<file path="src/rtl/alu_exec_if.sv">
// Execute-stage bus: sequencer handshake/status plus the register-file read and write ports.
interface alu_exec_if #(
  parameter int unsigned DATA_WIDTH = 8,
  parameter int unsigned ADDR_WIDTH = 1
);
  logic                  start;
  logic [2:0]            opcode;
  logic [ADDR_WIDTH-1:0] srcA;
  logic [ADDR_WIDTH-1:0] srcB;
  logic [ADDR_WIDTH-1:0] dst;
  logic [ADDR_WIDTH-1:0] readRegister1;
  logic [ADDR_WIDTH-1:0] readRegister2;
  logic [DATA_WIDTH-1:0] Out1;
  logic [DATA_WIDTH-1:0] Out2;
  logic                  writeEnable;
  logic [ADDR_WIDTH-1:0] writeRegister;
  logic [DATA_WIDTH-1:0] writeData;
  logic                  busy;
  logic                  done;
  logic                  zero;
  logic                  carry;
  logic                  err;

  modport slave (
    input  start, opcode, srcA, srcB, dst, Out1, Out2,
    output readRegister1, readRegister2, writeEnable, writeRegister, writeData,
           busy, done, zero, carry, err
  );

  modport master (
    output start, opcode, srcA, srcB, dst, Out1, Out2,
    input  readRegister1, readRegister2, writeEnable, writeRegister, writeData,
           busy, done, zero, carry, err
  );
endinterface

</file>
<file path="src/rtl/alu_exec_stage.sv">
// Execute stage: fetches two operands from the register file, runs an ALU op or a
// shift-add multiply, and issues exactly one write-back with done/zero/carry/err status.
module alu_exec_stage #(
  parameter int unsigned DATA_WIDTH = 8,
  parameter int unsigned ADDR_WIDTH = 1
) (
  input  logic       clk,
  input  logic       resetN,
  alu_exec_if.slave  bus
);
  localparam int unsigned PROD_W = 2 * DATA_WIDTH;
  localparam int unsigned CNT_W  = (DATA_WIDTH > 1) ? $clog2(DATA_WIDTH) : 1;

  localparam logic [2:0] OP_ADD   = 3'd0;
  localparam logic [2:0] OP_SUB   = 3'd1;
  localparam logic [2:0] OP_AND   = 3'd2;
  localparam logic [2:0] OP_OR    = 3'd3;
  localparam logic [2:0] OP_XOR   = 3'd4;
  localparam logic [2:0] OP_PASSA = 3'd5;
  localparam logic [2:0] OP_MUL   = 3'd6;
  localparam logic [2:0] OP_RSV   = 3'd7;

  typedef enum logic [1:0] {S_IDLE, S_FETCH, S_EXEC, S_WB} state_t;

  state_t                r_state;
  logic [2:0]            r_op;
  logic [ADDR_WIDTH-1:0] r_rd1, r_rd2, r_dst, r_wreg;
  logic [DATA_WIDTH-1:0] r_a, r_b, r_wdata;
  logic [PROD_W-1:0]     r_mcand, r_acc;
  logic [CNT_W-1:0]      r_cnt;
  logic                  r_we, r_busy, r_done, r_zero, r_carry, r_err;

  logic [DATA_WIDTH-1:0] w_alu, w_res;
  logic                  w_alu_carry, w_res_carry, w_err, w_mul_last, w_fin;
  logic [PROD_W-1:0]     w_prod;

  // Single-cycle ops; SUB borrow falls out as the extra top bit of the wrapped difference
  always_comb begin
    w_alu       = '0;
    w_alu_carry = 1'b0;
    case (r_op)
      OP_ADD:   {w_alu_carry, w_alu} = {1'b0, r_a} + {1'b0, r_b};
      OP_SUB:   {w_alu_carry, w_alu} = {1'b0, r_a} - {1'b0, r_b};
      OP_AND:   w_alu = r_a & r_b;
      OP_OR:    w_alu = r_a | r_b;
      OP_XOR:   w_alu = r_a ^ r_b;
      OP_PASSA: w_alu = r_a;
      default:  w_alu = '0;
    endcase
  end

  // One multiplier bit per EXEC cycle: r_b shifts right, multiplicand shifts left
  assign w_prod      = r_acc + (r_b[0] ? r_mcand : '0);
  assign w_mul_last  = (r_cnt == CNT_W'(DATA_WIDTH - 1));
  assign w_err       = (r_op == OP_RSV);
  assign w_fin       = (r_op != OP_MUL) || w_mul_last;
  assign w_res       = (r_op == OP_MUL) ? w_prod[DATA_WIDTH-1:0] : w_alu;
  assign w_res_carry = (r_op == OP_MUL) ? (|w_prod[PROD_W-1:DATA_WIDTH]) : w_alu_carry;

  always_ff @(posedge clk or negedge resetN) begin
    if (!resetN) begin
      r_state <= S_IDLE;
      r_op    <= '0;
      r_rd1   <= '0;
      r_rd2   <= '0;
      r_dst   <= '0;
      r_wreg  <= '0;
      r_a     <= '0;
      r_b     <= '0;
      r_wdata <= '0;
      r_mcand <= '0;
      r_acc   <= '0;
      r_cnt   <= '0;
      r_we    <= 1'b0;
      r_busy  <= 1'b0;
      r_done  <= 1'b0;
      r_zero  <= 1'b0;
      r_carry <= 1'b0;
      r_err   <= 1'b0;
    end else begin
      r_we   <= 1'b0;
      r_done <= 1'b0;
      case (r_state)
        S_IDLE: begin
          if (bus.start) begin
            r_op    <= bus.opcode;
            r_rd1   <= bus.srcA;
            r_rd2   <= bus.srcB;
            r_dst   <= bus.dst;
            r_busy  <= 1'b1;
            r_state <= S_FETCH;
          end
        end
        S_FETCH: begin
          r_a     <= bus.Out1;
          r_b     <= bus.Out2;
          r_mcand <= PROD_W'(bus.Out1);
          r_acc   <= '0;
          r_cnt   <= '0;
          r_state <= S_EXEC;
        end
        S_EXEC: begin
          if (r_op == OP_MUL) begin
            r_acc   <= w_prod;
            r_mcand <= r_mcand << 1;
            r_b     <= r_b >> 1;
            r_cnt   <= r_cnt + CNT_W'(1);
          end
          // Write-back outputs are registered here so they are valid for the whole WB cycle
          if (w_fin) begin
            r_we    <= !w_err;
            r_wreg  <= r_dst;
            r_wdata <= w_res;
            r_done  <= 1'b1;
            r_zero  <= (w_res == '0) && !w_err;
            r_carry <= w_res_carry && !w_err;
            r_err   <= w_err;
            r_state <= S_WB;
          end
        end
        S_WB: begin
          r_busy  <= 1'b0;
          r_state <= S_IDLE;
        end
        default: r_state <= S_IDLE;
      endcase
    end
  end

  assign bus.readRegister1 = r_rd1;
  assign bus.readRegister2 = r_rd2;
  assign bus.writeEnable   = r_we;
  assign bus.writeRegister = r_wreg;
  assign bus.writeData     = r_wdata;
  assign bus.busy          = r_busy;
  assign bus.done          = r_done;
  assign bus.zero          = r_zero;
  assign bus.carry         = r_carry;
  assign bus.err           = r_err;
endmodule

</file>
<file path="src/flat_wrapper.sv">
// flat-port wrapper written by rule: the top's interface ports become plain ports
module alu_exec_stage_flat 
#(
  parameter int unsigned DATA_WIDTH = 8,
  parameter int unsigned ADDR_WIDTH = 1
)
  (clk, resetN, bus_start, bus_opcode, bus_srcA, bus_srcB, bus_dst, bus_Out1, bus_Out2, bus_readRegister1, bus_readRegister2, bus_writeEnable, bus_writeRegister, bus_writeData, bus_busy, bus_done, bus_zero, bus_carry, bus_err);
  alu_exec_if #(.DATA_WIDTH(DATA_WIDTH), .ADDR_WIDTH(ADDR_WIDTH)) bus_i ();
  input  logic clk;
  input  logic resetN;
  input wire logic [$bits(bus_i.start)-1:0] bus_start;
  input wire logic [$bits(bus_i.opcode)-1:0] bus_opcode;
  input wire logic [$bits(bus_i.srcA)-1:0] bus_srcA;
  input wire logic [$bits(bus_i.srcB)-1:0] bus_srcB;
  input wire logic [$bits(bus_i.dst)-1:0] bus_dst;
  input wire logic [$bits(bus_i.Out1)-1:0] bus_Out1;
  input wire logic [$bits(bus_i.Out2)-1:0] bus_Out2;
  output wire logic [$bits(bus_i.readRegister1)-1:0] bus_readRegister1;
  output wire logic [$bits(bus_i.readRegister2)-1:0] bus_readRegister2;
  output wire logic [$bits(bus_i.writeEnable)-1:0] bus_writeEnable;
  output wire logic [$bits(bus_i.writeRegister)-1:0] bus_writeRegister;
  output wire logic [$bits(bus_i.writeData)-1:0] bus_writeData;
  output wire logic [$bits(bus_i.busy)-1:0] bus_busy;
  output wire logic [$bits(bus_i.done)-1:0] bus_done;
  output wire logic [$bits(bus_i.zero)-1:0] bus_zero;
  output wire logic [$bits(bus_i.carry)-1:0] bus_carry;
  output wire logic [$bits(bus_i.err)-1:0] bus_err;
  assign bus_i.start = bus_start;
  assign bus_i.opcode = bus_opcode;
  assign bus_i.srcA = bus_srcA;
  assign bus_i.srcB = bus_srcB;
  assign bus_i.dst = bus_dst;
  assign bus_i.Out1 = bus_Out1;
  assign bus_i.Out2 = bus_Out2;
  assign bus_readRegister1 = bus_i.readRegister1;
  assign bus_readRegister2 = bus_i.readRegister2;
  assign bus_writeEnable = bus_i.writeEnable;
  assign bus_writeRegister = bus_i.writeRegister;
  assign bus_writeData = bus_i.writeData;
  assign bus_busy = bus_i.busy;
  assign bus_done = bus_i.done;
  assign bus_zero = bus_i.zero;
  assign bus_carry = bus_i.carry;
  assign bus_err = bus_i.err;
  alu_exec_stage #(.DATA_WIDTH(DATA_WIDTH), .ADDR_WIDTH(ADDR_WIDTH)) u_core (.clk(clk), .resetN(resetN), .bus(bus_i));
endmodule
</file>
<file path="config.mk">
export PLATFORM = sky130hd
export DESIGN_NAME = alu_exec_stage_flat
export DESIGN_NICKNAME = d
export VERILOG_FILES = /design/src/rtl/alu_exec_if.sv /design/src/rtl/alu_exec_stage.sv /design/src/flat_wrapper.sv
export SDC_FILE = /design/constraint.sdc
export NUM_CORES = 1
export LEC_CHECK = 0
export CORE_MARGIN = 1.5
export CORE_UTILIZATION = 55
export DETAILED_ROUTE_END_ITERATION = 12
export GPL_ROUTABILITY_DRIVEN = 0
export PLACE_DENSITY = 0.87
export RECOVER_POWER = 50
export SLEW_MARGIN = 20
export SYNTH_ARGS = -nofsm -noshare
export SYNTH_HDL_FRONTEND = slang
export SYNTH_SLANG_ARGS = --single-unit
</file>
<file path="constraint.sdc">
create_clock -name clk -period 3.6 [get_ports clk]
set_input_delay 0.54 -clock clk [delete_from_list [all_inputs] [get_ports clk]]
set_output_delay 0.54 -clock clk [all_outputs]
set_load 0.01 [all_outputs]
</file>
==> results.toml <==
[synth]
synth_enable_flop_cells = 0
synth_top_cell_by_area = "sky130_fd_sc_hd__dfrtp_1"
yosysWarnings = 0
synth.ff_latch_count = 74
synth_area_leaders = "sky130_fd_sc_hd__dfrtp_1 (36%), sky130_fd_sc_hd__ha_1 (11%), sky130_fd_sc_hd__o21ai_0 (5.5%), sky130_fd_sc_hd__nand2_1 (4.8%), sky130_fd_sc_hd__mux2i_1 (4.5%)"
ys_types = 67
post_synth_inst_count = 557
postSynthNetCount = 631
synth_common_cells = "sky130_fd_sc_hd__dfrtp_1 (74), sky130_fd_sc_hd__nand2_1 (65), sky130_fd_sc_hd__o21ai_0 (56), sky130_fd_sc_hd__ha_1 (46)"
synth_async_sr_flop_share_pct = 100.0
synth_top_area_share_pct = 36.30
mappedNetlistArea_um2 = 5101
synth_ff_type = "sky130_fd_sc_hd__dfrtp_1"
seq_area_frac_synth_pct = 36.30
synthMostInstantiatedCell = "sky130_fd_sc_hd__dfrtp_1"
postSynthAreaPerCell_um2 = 9.158

[timing]
post-route-min-period_ns = 3.169
timing.fmax_mhz = 315.6
share_of_the_clock_period_used_by_the_worst_path_pct = 88.01
setup_viol_count_final = 0
maxSlewViolCount = 75
tns_ns = 0
slew-limit-headroom_pct = -18.67
holdWs_ns = 0.4908
rsz0062_at_grt = "false"
finalClockSkew_ns = 0.01224
report.final.hold_viol_count = 0
worstMarginPinSlew_ns = 1.780

[die]
dieHeight_um = 99.31
floorplan.die_area_um2 = 9861
core-area_um2 = 8848
die_width_um = 99.31
start_util_pct = 57.65
io_pins = 42
num_rows = 34

[route]
avgRoutedWirePerCell_um = 17.93
drtIter0Drc = 323
remaining_drc_errors = 0
initial_drt_pass_iterations = 5
vias_per_cell = 6.225
drtAntennaViolNets = 0
vias_after_detailed_routing = 4339
drt-total-wl_um = 12500

[worst_setup_path]
worstSetupEndpointType = "flop"
path_cells = "and2_1 -> ha_1 -> fa_1 -> a211oi_1 -> o21a_1 -> nor4_1 -> or3_1 -> xnor2_1 -> and4_1 -> a31oi_1"
critical-path-max-stage-delay_ns = 0.57
criticalPathCategory = "reg2reg"
worstSetupStartpointType = "flop"
critical_path_arrival_ns = 3.41
crit_fanout = 20
critPathBufInv = 0
critical-path-top-delay-family = "simple AND/OR/NAND/NOR gates"
worst-endpoint-required_ns = 3.84
slowest_cell_on_crit_path = "sky130_fd_sc_hd__dfrtp_1"

[pwr]
tot_pwr_mw = 5.138
leakage_component_of_the_power_nw = 2.626
power.density_cell_area_nw_per_um2 = 891.2
worst_vdd_ir_mv = 0.3684

[grt]
antenna_found_initial = 0
grt_first_pass_wirelength_um = 20850
first_global_vias = 4221
grt_util_all_layers_pct = 26.63
global_route.overflow_total = 0
grt_start_max_net_pins = 75

[outcome]
run_status = "finished with violations"
failing_checks = "capacitance limit, slew limit"

[clock_tree]
count_of_cells_resized_by_post_cts_repair = 0
tritoncts = "yes"
ctsRootBufferMaster = "sky130_fd_sc_hd__clkbuf_8"
clock_sinks = 74
tritoncts.num_buffers = 9
htreeDepth = 3
cts_max_path_buffers = 2
clkLatencyLatePin_ns = 0.36
cts_hold_buf = 0
clock_input_transition_at_the_sequential_cells_of_the_worst_setup_and_hold_paths_ns = 0.09
cts_setup_buffers = 0

[cells_and_area]
finalNonFillerCells = 697
area_delta_synth_final_pct = 13.02
final.fill_count = 686
final_layout_size_suffix_gt1_share_pct = 7.980
antenna-diode-count = 0
multi_input_comb_area_um2 = 2998
register_area_um2 = 1852
final_design_area_no_fill_um2 = 5766
fin_nets = 658

[worst_hold_path]
hold_class = "reg2reg"

[placed_design]
detailed_place_hpwl_um = 9140
dpl_cell_area_um2 = 5562
place.port_buffers = 41
post-place-cells = 681

[job]
max-cap-violations = 1
==> state kept, by name, summed over array words and instances (netlist names), 2 cells and up <==
register / cells
u_core.bus.writeData: 8
u_core.r_state: 2
u_core.r_op: 3
u_core.r_mcand: 16
u_core.r_a: 8
u_core.r_acc: 16
u_core.r_cnt: 3
u_core.r_b: 8
==> final timing paths <==
check	start	to	slack, ns	depth (start not counted)
setup / recovery	u_core.r_b[0]$_DFFE_PN0P_	u_core.bus.carry$_DFFE_PN0P_	0.43	10
hold reg to reg	u_core.bus.writeData[3]$_DFFE_PN0P_	u_core.bus.writeData[3]$_DFFE_PN0P_	0.49	2
setup reg to reg	u_core.r_b[0]$_DFFE_PN0P_	u_core.bus.carry$_DFFE_PN0P_	0.43	10
min in group asynchronous	resetN	u_core.r_a[5]$_DFFE_PN0P_	0.65	1
max in group asynchronous	resetN	u_core.r_a[0]$_DFFE_PN0P_	1.91	1
hold / removal	u_core.bus.writeData[3]$_DFFE_PN0P_	u_core.bus.writeData[3]$_DFFE_PN0P_	0.49	2
==> layout by cell type, fill, tap and decap left out, types with 4 or more instances in the layout <==
cell type / count
sky130_fd_sc_hd__nor2b_1: 10
sky130_fd_sc_hd__clkbuf_8: 9
sky130_fd_sc_hd__o31ai_1: 4
sky130_fd_sc_hd__nand3_1: 8
sky130_fd_sc_hd__nand2b_1: 4
sky130_fd_sc_hd__nand2_1: 65
sky130_fd_sc_hd__xnor2_1: 9
sky130_fd_sc_hd__inv_1: 32
sky130_fd_sc_hd__nor3_1: 4
sky130_fd_sc_hd__buf_4: 6
sky130_fd_sc_hd__mux2_2: 12
sky130_fd_sc_hd__o21ai_0: 55
sky130_fd_sc_hd__or3_1: 5
sky130_fd_sc_hd__a22o_1: 15
sky130_fd_sc_hd__a31oi_1: 5
sky130_fd_sc_hd__xor2_1: 5
sky130_fd_sc_hd__ha_1: 46
sky130_fd_sc_hd__dfrtp_1: 74
sky130_fd_sc_hd__a21oi_1: 23
sky130_fd_sc_hd__and2_1: 17
sky130_fd_sc_hd__nor2_1: 32
sky130_fd_sc_hd__clkdlybuf4s50_1: 39
sky130_fd_sc_hd__mux2i_1: 23
sky130_fd_sc_hd__a211oi_1: 7
==> cell type report <==
cell class                 count  share of cell area [%]
tap                          108                   2.344
sequential                    74                   32.12
timing repair buffer          47                   7.812
clock inverter                 7                   1.432
inverter                      33                   2.148
clock buffer                   9                   2.148
multi-input combinational    419                   52.00
==> power breakdown <==
part	internal [mW]	switching (mW)
logic	1.27	1.71
registers	1.14	0.347
clock network	0.332	0.346
==> per-stage QoR <==
stage               setup WS [ns]  util (%)
detailed placement         0.5740     62.85
global route               0.2284     65.16
floorplan                  0.8153         -
global placement           0.6535     62.85
finish                     0.4315     65.16
CTS                        0.4842     65.19
==> tightest hold or removal path, stage by stage, from the launching register on <==
cell	delay [ns]
sky130_fd_sc_hd__dfrtp_1	0.35
sky130_fd_sc_hd__nand2_1	0.05
sky130_fd_sc_hd__o21ai_0	0.06
==> layer usage <==
| layer | track usage (%) | part of all wire, % | wire length (um) |
|---|---|---|---|
| met5 | 0 | 0 | 0 |
| met4 | 7.476 | 1.6 | 195 |
| met3 | 5.341 | 6.2 | 778 |
| met2 | 44.73 | 49 | 6163 |
| met1 | 35.18 | 43 | 5360 |
==> kinds of logic after synthesis <==
group | share of synthesized area [%]
AND/OR/NAND/NOR | 15.67
AO/OA/AOI/OAI | 20.41
flip-flops | 36.30
buffers and inverters | 5.151
adder cells (fa/ha/maj) | 12.46
multiplexers | 7.604
XOR/XNOR | 2.404
(Power assumes the default switching activity.)
